### config.mk
export PLATFORM = sky130hd
export DESIGN_NAME = pc_fetch_unit
export DESIGN_NICKNAME = d
export VERILOG_FILES = /design/src/rtl/pc_fetch_unit.sv
export SDC_FILE = /design/constraint.sdc
export NUM_CORES = 1
export LEC_CHECK = 0
export CORE_ASPECT_RATIO = 1.5
export CORE_UTILIZATION = 30
export DETAILED_ROUTE_END_ITERATION = 10
export HOLD_SLACK_MARGIN = 0.05
export PLACE_DENSITY = 0.68
export SLEW_MARGIN = 25
export SYNTH_ARGS = -nofsm -noshare
export SYNTH_HDL_FRONTEND = slang
export SYNTH_SLANG_ARGS = --single-unit
### constraint.sdc
create_clock -name clk -period 3.5 [get_ports clk]
set_clock_uncertainty 0.05 [all_clocks]
set_input_delay 0.35 -clock clk [delete_from_list [all_inputs] [get_ports clk]]
set_output_delay 0.35 -clock clk [all_outputs]
set_load 0.05 [all_outputs]
### src/rtl/pc_fetch_unit.sv
// PC register plus single-outstanding instruction fetch with valid/accept hand-off to decode.
// Optional PC_ALIGN_CHECK_EN: misaligned PCs skip memory and deliver a NOP flagged by `misaligned`.
module pc_fetch_unit #(
    parameter int                 ADDR_W   = 32,
    parameter logic [ADDR_W-1:0]  RESET_PC = '0
) (
    input  logic              clk,
    input  logic              reset,
    input  logic [ADDR_W-1:0] saida_pc,
    input  logic              redirect,
    input  logic              stall,
    output logic              imem_req,
    output logic [ADDR_W-1:0] imem_addr,
    input  logic              imem_ready,
    input  logic [31:0]       imem_data,
    output logic [ADDR_W-1:0] pc,
    output logic [ADDR_W-1:0] pc4,
    output logic [31:0]       instr,
    output logic              instr_valid,
    input  logic              instr_accept,
`ifdef PC_ALIGN_CHECK_EN
    output logic              misaligned,
`endif
    output logic [31:0]       fetch_count
);

    typedef enum logic {S_REQ, S_OUT} state_t;

    state_t            state, state_nxt;
    logic [ADDR_W-1:0] pc_nxt;
    logic [31:0]       instr_nxt;
    logic [31:0]       count_nxt;
    logic              accept_fire;
    logic              pc_bad;
    logic              align_nop;

`ifdef PC_ALIGN_CHECK_EN
    assign pc_bad = (pc[1:0] != 2'b00);
`else
    assign pc_bad = 1'b0;
`endif

    assign pc4       = pc + ADDR_W'(4);
    assign imem_addr = pc;

    always_ff @(posedge clk) begin
        if (reset) begin
            state       <= S_REQ;
            pc          <= RESET_PC;
            instr       <= 32'h0;
            fetch_count <= 32'h0;
        end else begin
            state       <= state_nxt;
            pc          <= pc_nxt;
            instr       <= instr_nxt;
            fetch_count <= count_nxt;
        end
    end

    always_comb begin
        state_nxt   = state;
        pc_nxt      = pc;
        instr_nxt   = instr;
        count_nxt   = fetch_count;
        imem_req    = 1'b0;
        instr_valid = 1'b0;
        accept_fire = 1'b0;
        align_nop   = 1'b0;

        case (state)
            S_REQ: imem_req    = !stall && !pc_bad;
            S_OUT: instr_valid = 1'b1;
            default: ;
        endcase

        // A stalled accept is not a consumption; a redirecting one still is.
        accept_fire = (state == S_OUT) && instr_accept && !stall;
        if (accept_fire)
            count_nxt = fetch_count + 32'd1;

        if (redirect) begin
            pc_nxt    = saida_pc;
            state_nxt = S_REQ;
        end else begin
            case (state)
                S_REQ: begin
                    if (pc_bad && !stall) begin
                        align_nop = 1'b1;
                        instr_nxt = 32'h0;
                        state_nxt = S_OUT;
                    end else if (imem_req && imem_ready) begin
                        instr_nxt = imem_data;
                        state_nxt = S_OUT;
                    end
                end
                S_OUT: begin
                    if (accept_fire) begin
                        pc_nxt    = saida_pc;
                        state_nxt = S_REQ;
                    end
                end
                default: state_nxt = S_REQ;
            endcase
        end
    end

`ifdef PC_ALIGN_CHECK_EN
    always_ff @(posedge clk) begin
        if (reset || redirect)
            misaligned <= 1'b0;
        else if (align_nop)
            misaligned <= 1'b1;
        else if (accept_fire)
            misaligned <= 1'b0;
    end
`endif

endmodule

==> results.yml, run 1 <==
routing:
  vias_per_cell: 4.72
  finalWirelength_um: 14100
  num_vias: 4584
  drt_iter0_drc: 135
  drt_pass1_iterations: 4
  routed_wire_length_per_instance_um: 14.5
  ant_nets: 0
  drt_drc_violations_left: 0
clock_network:
  clock_sink_count: 97
  maximum_buffer_depth_of_the_clock_tree: 2
  numCtsBuffers: 9
  path_clk_slew_ns: 0.07
  post-cts-setup-buffers: 0
  tritoncts: "done"
  cts_htree_levels: 3
  clock_latency_ns: 0.33
  ctsResizeCount: 0
  cts_hold_repair.buffers: 0
  root_buffer: "sky130_fd_sc_hd__clkbuf_16"
synthesis:
  synth-warning-count: 0
  synth-main-ff-cell: "sky130_fd_sc_hd__dfxtp_1"
  yosys.cell_types.count: 39
  syn_inst: 584
  ys_async_sr_fraction_pct: 0
  syn_area_um2: 4610
  synth.yosys.seq_area_share_pct: 42.1
  ys_seq_elements: 97
  syn_nets: 656
  synth_area_per_cell_um2: 7.90
  number_of_enable_flip_flop_cells_after_synthesis: 0
hold_path:
  holdCritPathClass: "flip-flop to flip-flop"
sta:
  fmaxAchievable_mhz: 327
  final_critical_delay_including_setup_and_external_delays_ns: 3.05
  tightest_slew_ns: 0.910
  slew_headroom_pct: 39.3
  unrepaired_setup_endpoints_after_global_routing: "no"
  report.final.setup_viol: 0
  final.period_utilization_pct: 87.3
  final_hold_viol_count: 0
  totalNegativeSetupSlack_ns: 0
  slew_violations: 0
worst_setup_path:
  timing.critical_path.fanout_max: 7
  end_kind: "output port"
  path_buf_inv: 1
  worst_path_dominant_cell_family: "simple AND/OR/NAND/NOR gates"
  critical_path.max_stage_delay_ns: 0.81
  r2r_slack_ns: 1.07
  critical_path_required_ns: 3.10
  worstSetupStartpointType: "flip-flop"
  criticalPathCategory: "flip-flop to output port"
  crit_path_cell_trace: "nand3_1 -> nor4_2 -> nand3_1 -> xnor2_1 -> clkdlybuf4s50_1"
  crit_top_cell: "sky130_fd_sc_hd__nand3_1"
  crit_path_top_delay_cell: "sky130_fd_sc_hd__clkdlybuf4s50_1"
  critPathArrivalTime_ns: 2.65
die:
  io_pins: 232
  dieWidth_um: 103
  chipHeight_um: 154
  start_util_pct: 30.6
  floorplan.rows: 55
  design.die.area_um2: 15900
  fp.coreArea_um2: 15100
final_layout:
  diodes: 0
  sequential_cell_area_um2: 1940
  final_util_pct: 47.2
  syn2layout_area_growth_pct: 54.2
  layout-drive-gt1-share_pct: 5.70
  multi_input_comb_area_um2: 2240
  nFillCells: 1475
  final_nets: 839
placed_design:
  place.detailed.hpwl_um: 10200
  routabilityCongestion: 0.788
  port_buffers: 231
global_routing:
  via_count_of_the_first_global_routing_pass: 4255
  antenna_found_initial: 0
  global_route_wire_length_before_repair_um: 22000
  gr-usage-all-layers_pct: 17.7
  overflow: 0
  grt_start_max_net_pins: 84
run_status:
  run_status: "finished clean"
pwr:
  ir_drop_v: 0.000252
  power.leakage_nw: 2.46
  power_density_over_cell_area_nw_per_um2: 390
flow_run:
  max_cap_viol_count: 0
[power breakdown]
group / internal [mW] / switching (mW) / total (mW)
sequential: 1.14 / 0.0428 / 1.18
combinational: 0.222 / 0.379 / 0.602
clock: 0.557 / 0.432 / 0.990
total: 1.92 / 0.854 / 2.77
[stage by stage]
stage | power, mW | setup WS, ns | hold WS (ns) | area (µm²) | instances
floorplan | 1.59 | 0.393 | 0.379 | 4610 | 584
global placement | 1.81 | 0.755 | 0.392 | 6820 | 955
detailed placement | 1.81 | 0.692 | 0.396 | 6820 | 955
CTS | 2.82 | 0.395 | 0.406 | 7110 | 971
global route | 2.89 | 0.216 | 0.420 | 7110 | 971
finish | 2.77 | 0.446 | 0.403 | 7110 | 971
[path summary, 6_finish.rpt]
| path | cells after the start | end | from |
|---|---|---|---|
| setup reg to reg | 5 | fetch_count[31] | fetch_count[8] |
| hold reg to reg | 2 | instr[7] | instr[7] |
| setup / recovery | 5 | pc4[28] | imem_addr[4] |
| hold / removal | 2 | instr[7] | instr[7] |
[tightest hold or removal path: stages (launching register included)]
cell and delay [ns]:
sky130_fd_sc_hd__dfxtp_1 0.31, sky130_fd_sc_hd__nand2_1 0.05, sky130_fd_sc_hd__a21oi_1 0.05
[per-layer routing]
metal | vias up | wire length, µm | share of wire (%) | global-route usage, %
li1 | 2319 | - | - | -
met1 | 2098 | 5420 | 39 | 18.7
met2 | 150 | 7740 | 55 | 34.3
met3 | 17 | 602 | 4.3 | 2.82
met4 | 0 | 287 | 2.0 | 6.17
met5 | - | 0 | 0 | 0
[cells in the mapped netlist (2+ instances only)]
cell type                  count  share of area, %
sky130_fd_sc_hd__a21oi_1      84               9.1
sky130_fd_sc_hd__and2_1        3              0.41
sky130_fd_sc_hd__and3_1        6              0.81
sky130_fd_sc_hd__and4_1        5              0.95
sky130_fd_sc_hd__buf_1         2              0.16
sky130_fd_sc_hd__buf_2         2              0.22
sky130_fd_sc_hd__buf_4        34               5.5
sky130_fd_sc_hd__buf_6         3              0.73
sky130_fd_sc_hd__clkbuf_1     26               2.1
sky130_fd_sc_hd__dfxtp_1      97                42
sky130_fd_sc_hd__ha_1          2              0.54
sky130_fd_sc_hd__inv_1         8              0.65
sky130_fd_sc_hd__mux2_1        2              0.49
sky130_fd_sc_hd__mux2_2        2              0.49
sky130_fd_sc_hd__nand2_1     149                12
sky130_fd_sc_hd__nand2b_1      2              0.27
sky130_fd_sc_hd__nand3_1      21               2.3
sky130_fd_sc_hd__nand4_1      15               2.0
sky130_fd_sc_hd__nor2_1       21               1.7
sky130_fd_sc_hd__nor2b_1       3              0.41
sky130_fd_sc_hd__nor3_1        3              0.33
sky130_fd_sc_hd__nor4_1        6              0.81
sky130_fd_sc_hd__nor4_2        3              0.81
sky130_fd_sc_hd__o21ai_0       3              0.33
sky130_fd_sc_hd__o31ai_1      15               2.4
sky130_fd_sc_hd__or3_1         5              0.68
sky130_fd_sc_hd__or4_1        16               2.6
sky130_fd_sc_hd__xnor2_1      27               5.1
sky130_fd_sc_hd__xor2_1        9               1.7
[cell type report]
cell class | count | area share, %
Multi-Input combinational cell | 411 | 31.5
Tap cell | 199 | 3.50
Inverter | 8 | 0.422
Sequential cell | 97 | 27.3
Clock buffer | 10 | 3.22
Timing Repair Buffer | 240 | 33.1
Clock inverter | 6 | 0.950
[layout by cell type, fill, tap and decap left out, types with 2 or more instances in the layout]
| master | synthesis | routed |
|---|---|---|
| sky130_fd_sc_hd__clkdlybuf4s50_1 | 0 | 222 |
| sky130_fd_sc_hd__nand2_1 | 149 | 149 |
| sky130_fd_sc_hd__dfxtp_1 | 97 | 97 |
| sky130_fd_sc_hd__a21oi_1 | 84 | 84 |
| sky130_fd_sc_hd__xnor2_1 | 27 | 27 |
| sky130_fd_sc_hd__nand3_1 | 21 | 21 |
| sky130_fd_sc_hd__nor2_1 | 21 | 20 |
| sky130_fd_sc_hd__buf_4 | 34 | 18 |
| sky130_fd_sc_hd__or4_1 | 16 | 16 |
| sky130_fd_sc_hd__nand4_1 | 15 | 15 |
| sky130_fd_sc_hd__o31ai_1 | 15 | 15 |
| sky130_fd_sc_hd__xor2_1 | 9 | 9 |
| sky130_fd_sc_hd__clkbuf_16 | 0 | 9 |
| sky130_fd_sc_hd__inv_1 | 8 | 8 |
| sky130_fd_sc_hd__nor4_1 | 6 | 6 |
| sky130_fd_sc_hd__and3_1 | 6 | 6 |
| sky130_fd_sc_hd__and4_1 | 5 | 5 |
| sky130_fd_sc_hd__or3_1 | 5 | 5 |
| sky130_fd_sc_hd__nor4_2 | 3 | 3 |
| sky130_fd_sc_hd__and2_1 | 3 | 3 |
| sky130_fd_sc_hd__o21ai_0 | 3 | 3 |
| sky130_fd_sc_hd__nor2b_1 | 3 | 3 |
| sky130_fd_sc_hd__nand2b_1 | 2 | 2 |
| sky130_fd_sc_hd__mux2_1 | 2 | 2 |
| sky130_fd_sc_hd__mux2_2 | 2 | 2 |
| sky130_fd_sc_hd__nor3_1 | 3 | 2 |
| sky130_fd_sc_hd__ha_1 | 2 | 2 |
| sky130_fd_sc_hd__clkinvlp_4 | 0 | 2 |
[kinds of logic after synthesis]
group	after synthesis	synth area share, %
adders and majority gates	2	0.543
xor gates and xnor gates	36	6.84
buffers and inverters	76	9.52
and+or+nand+nor	265	27.7
muxes	4	0.977
AOI/OAI and AO/OA	104	12.3
DFF	97	42.1
[registers in the layout, summed over array words and instances, names as in the netlist]
| name | cells |
|---|---|
| imem_addr | 32 |
| instr | 32 |
| state | 1 |
| fetch_count | 32 |
No activity file was read; power rests on OpenSTA's default activity.
==> run 2, diff against run 1 <==
--- a/config.mk
+++ b/config.mk
@@ -5,7 +5,9 @@
 export SDC_FILE = /design/constraint.sdc
 export NUM_CORES = 1
 export LEC_CHECK = 0
+export CAP_MARGIN = 15
 export CORE_ASPECT_RATIO = 1.5
+export CORE_MARGIN = 5
 export CORE_UTILIZATION = 30
 export DETAILED_ROUTE_END_ITERATION = 10
 export HOLD_SLACK_MARGIN = 0.05
==> results.yml, run 2 (same netlist as run 1, synthesis figures left out) <==
run_status:
  run_status: "finished clean"
sta:
  totalNegativeSetupSlack_ns: 0
  unrepaired_setup_endpoints_after_global_routing: "no"
  fmaxAchievable_mhz: 328
  slew_headroom_pct: 45.6
  final.setup.worst_slack_ns: 0.449
  final_hold_viol_count: 0
  slew_violations: 0
  tightest_slew_ns: 0.816
  final.period_utilization_pct: 87.2
  final_critical_delay_including_setup_and_external_delays_ns: 3.05
  report.final.setup_viol: 0
clock_network:
  cts_hold_repair.buffers: 0
  clock_latency_ns: 0.34
  maximum_buffer_depth_of_the_clock_tree: 2
  path_clk_slew_ns: 0.07
  root_buffer: "sky130_fd_sc_hd__clkbuf_16"
  clock_sink_count: 97
  cts_htree_levels: 3
  tritoncts: "done"
  numCtsBuffers: 9
  post-cts-setup-buffers: 0
  ctsResizeCount: 0
placed_design:
  place.detailed.hpwl_um: 10900
  routabilityCongestion: 0.776
  preCtsSetupSlack_ns: 0.716
  placed_cell_area_um2: 6840
  port_buffers: 231
die:
  floorplan.rows: 55
  dieWidth_um: 111
  design.die.area_um2: 18000
  start_util_pct: 30.6
  fp.coreArea_um2: 15100
  io_pins: 232
  chipHeight_um: 162
routing:
  finalWirelength_um: 14600
  drt_pass1_iterations: 4
  ant_nets: 0
  vias_per_cell: 4.74
  drt_drc_violations_left: 0
  drt_iter0_drc: 184
  routed_wire_length_per_instance_um: 15.1
  num_vias: 4609
pwr:
  power_density_over_cell_area_nw_per_um2: 379
  power.leakage_nw: 2.45
  fin_total_pwr_mw: 2.69
  ir_drop_v: 0.000257
worst_setup_path:
  number_of_cell_instances_on_the_worst_register_to_register_path: 4
  last_element_of_the_critical_path: "pc4[24]"
  critPathArrivalTime_ns: 2.65
  end_kind: "output port"
  critical_path_required_ns: 3.10
  timing.critical_path.fanout_max: 9
  crit_path_cell_trace: "nand3_1 -> nor4_2 -> buf_4 -> nand4_1 -> xnor2_1 -> clkdlybuf4s50_1"
  r2r_slack_ns: 1.05
  rr_endpoint: "fetch_count[31]"
  critical_path.max_stage_delay_ns: 0.81
  worstSetupStartpointType: "flip-flop"
  worst_setup_path_startpoint: "imem_addr[4]"
  criticalPathCategory: "flip-flop to output port"
  crit_path_top_delay_cell: "sky130_fd_sc_hd__clkdlybuf4s50_1"
  r2r-start: "fetch_count[13]"
flow_run:
  max_cap_viol_count: 0
global_routing:
  overflow: 0
  grt_start_max_net_pins: 75
  via_count_of_the_first_global_routing_pass: 4281
  global_route_wire_length_before_repair_um: 22800
  gr-usage-all-layers_pct: 15.5
  antenna_found_initial: 0
final_layout:
  layout.cells.most_common_list: "227 x sky130_fd_sc_hd__clkdlybuf4s50_1, 149 x sky130_fd_sc_hd__nand2_1, 97 x sky130_fd_sc_hd__dfxtp_1"
  layout-drive-gt1-share_pct: 5.30
  finalInstanceArea_um2: 7120
  diodes: 0
  final_util_pct: 47.2
  layout_commonest_cell: "sky130_fd_sc_hd__clkdlybuf4s50_1"
  final_nets: 841
  syn2layout_area_growth_pct: 54.3
hold_path:
  holdCritPathClass: "flip-flop to flip-flop"
==> run 2: cell count changes in the layout (fill, tap and decap cells not counted) <==
| cell | before | now |
|---|---|---|
| sky130_fd_sc_hd__buf_4 | 18 | 15 |
| sky130_fd_sc_hd__bufinv_16 | 1 | 0 |
| sky130_fd_sc_hd__clkinv_2 | 1 | 2 |
| sky130_fd_sc_hd__clkdlybuf4s50_1 | 222 | 227 |
==> run 2: power by group <==
part / switching [mW] / leakage, nW / internal, mW
Sequential: 0.0416 / 0.790 / 1.14
Combinational: 0.380 / 1.54 / 0.224
Clock: 0.428 / 0.129 / 0.484
Total: 0.850 / 2.45 / 1.84
==> run 2: final cells by class <==
class | instances | area, µm²
Clock buffer | 10 | 229
Clock inverter | 6 | 42.5
Fill cell | 1481 | 7960
Inverter | 8 | 30.0
Multi-Input combinational cell | 411 | 2240
Sequential cell | 97 | 1940
Tap cell | 199 | 249
Timing Repair Buffer | 242 | 2380
==> run 2: worst min path at each step <==
stage	endpoint	slack [ns]	depth (start not counted)	startpoint
6_report	instr[9]	0.40	2	instr[9]
5_1_grt	instr[9]	0.42	2	instr[9]
4_1_cts	instr[17]	0.41	2	instr[17]
3_5_place_dp	instr[17]	0.40	2	instr[17]
3_3_place_gp	instr[24]	0.39	2	instr[24]
2_1_floorplan	state	0.38	1	redirect
==> run 2: stage by stage <==
step           std cells  hold slack, ns
6_report             973           0.403
3_5_place_dp         957           0.396
3_3_place_gp         957           0.391
4_1_cts              973           0.406
5_1_grt              973           0.422
2_1_floorplan        584           0.379
==> run 2: critical path, delay by kind of cell (launching register included) <==
| kind | cells | cell delay [ns] |
|---|---|---|
| AND/OR/NAND/NOR | 3 | 0.68 |
| XOR/XNOR | 1 | 0.15 |
| flip-flops | 1 | 0.45 |
| buffers and inverters | 2 | 1.03 |
==> run 2: metal layers <==
layer  vias to the layer above  GRT usage, %  routed length, µm
met5                         -             0                  0
met4                         0          4.48                196
met3                        11          3.62                835
met2                       148          29.5               7930
met1                      2118          16.9               5690
li1                       2332             -                  -
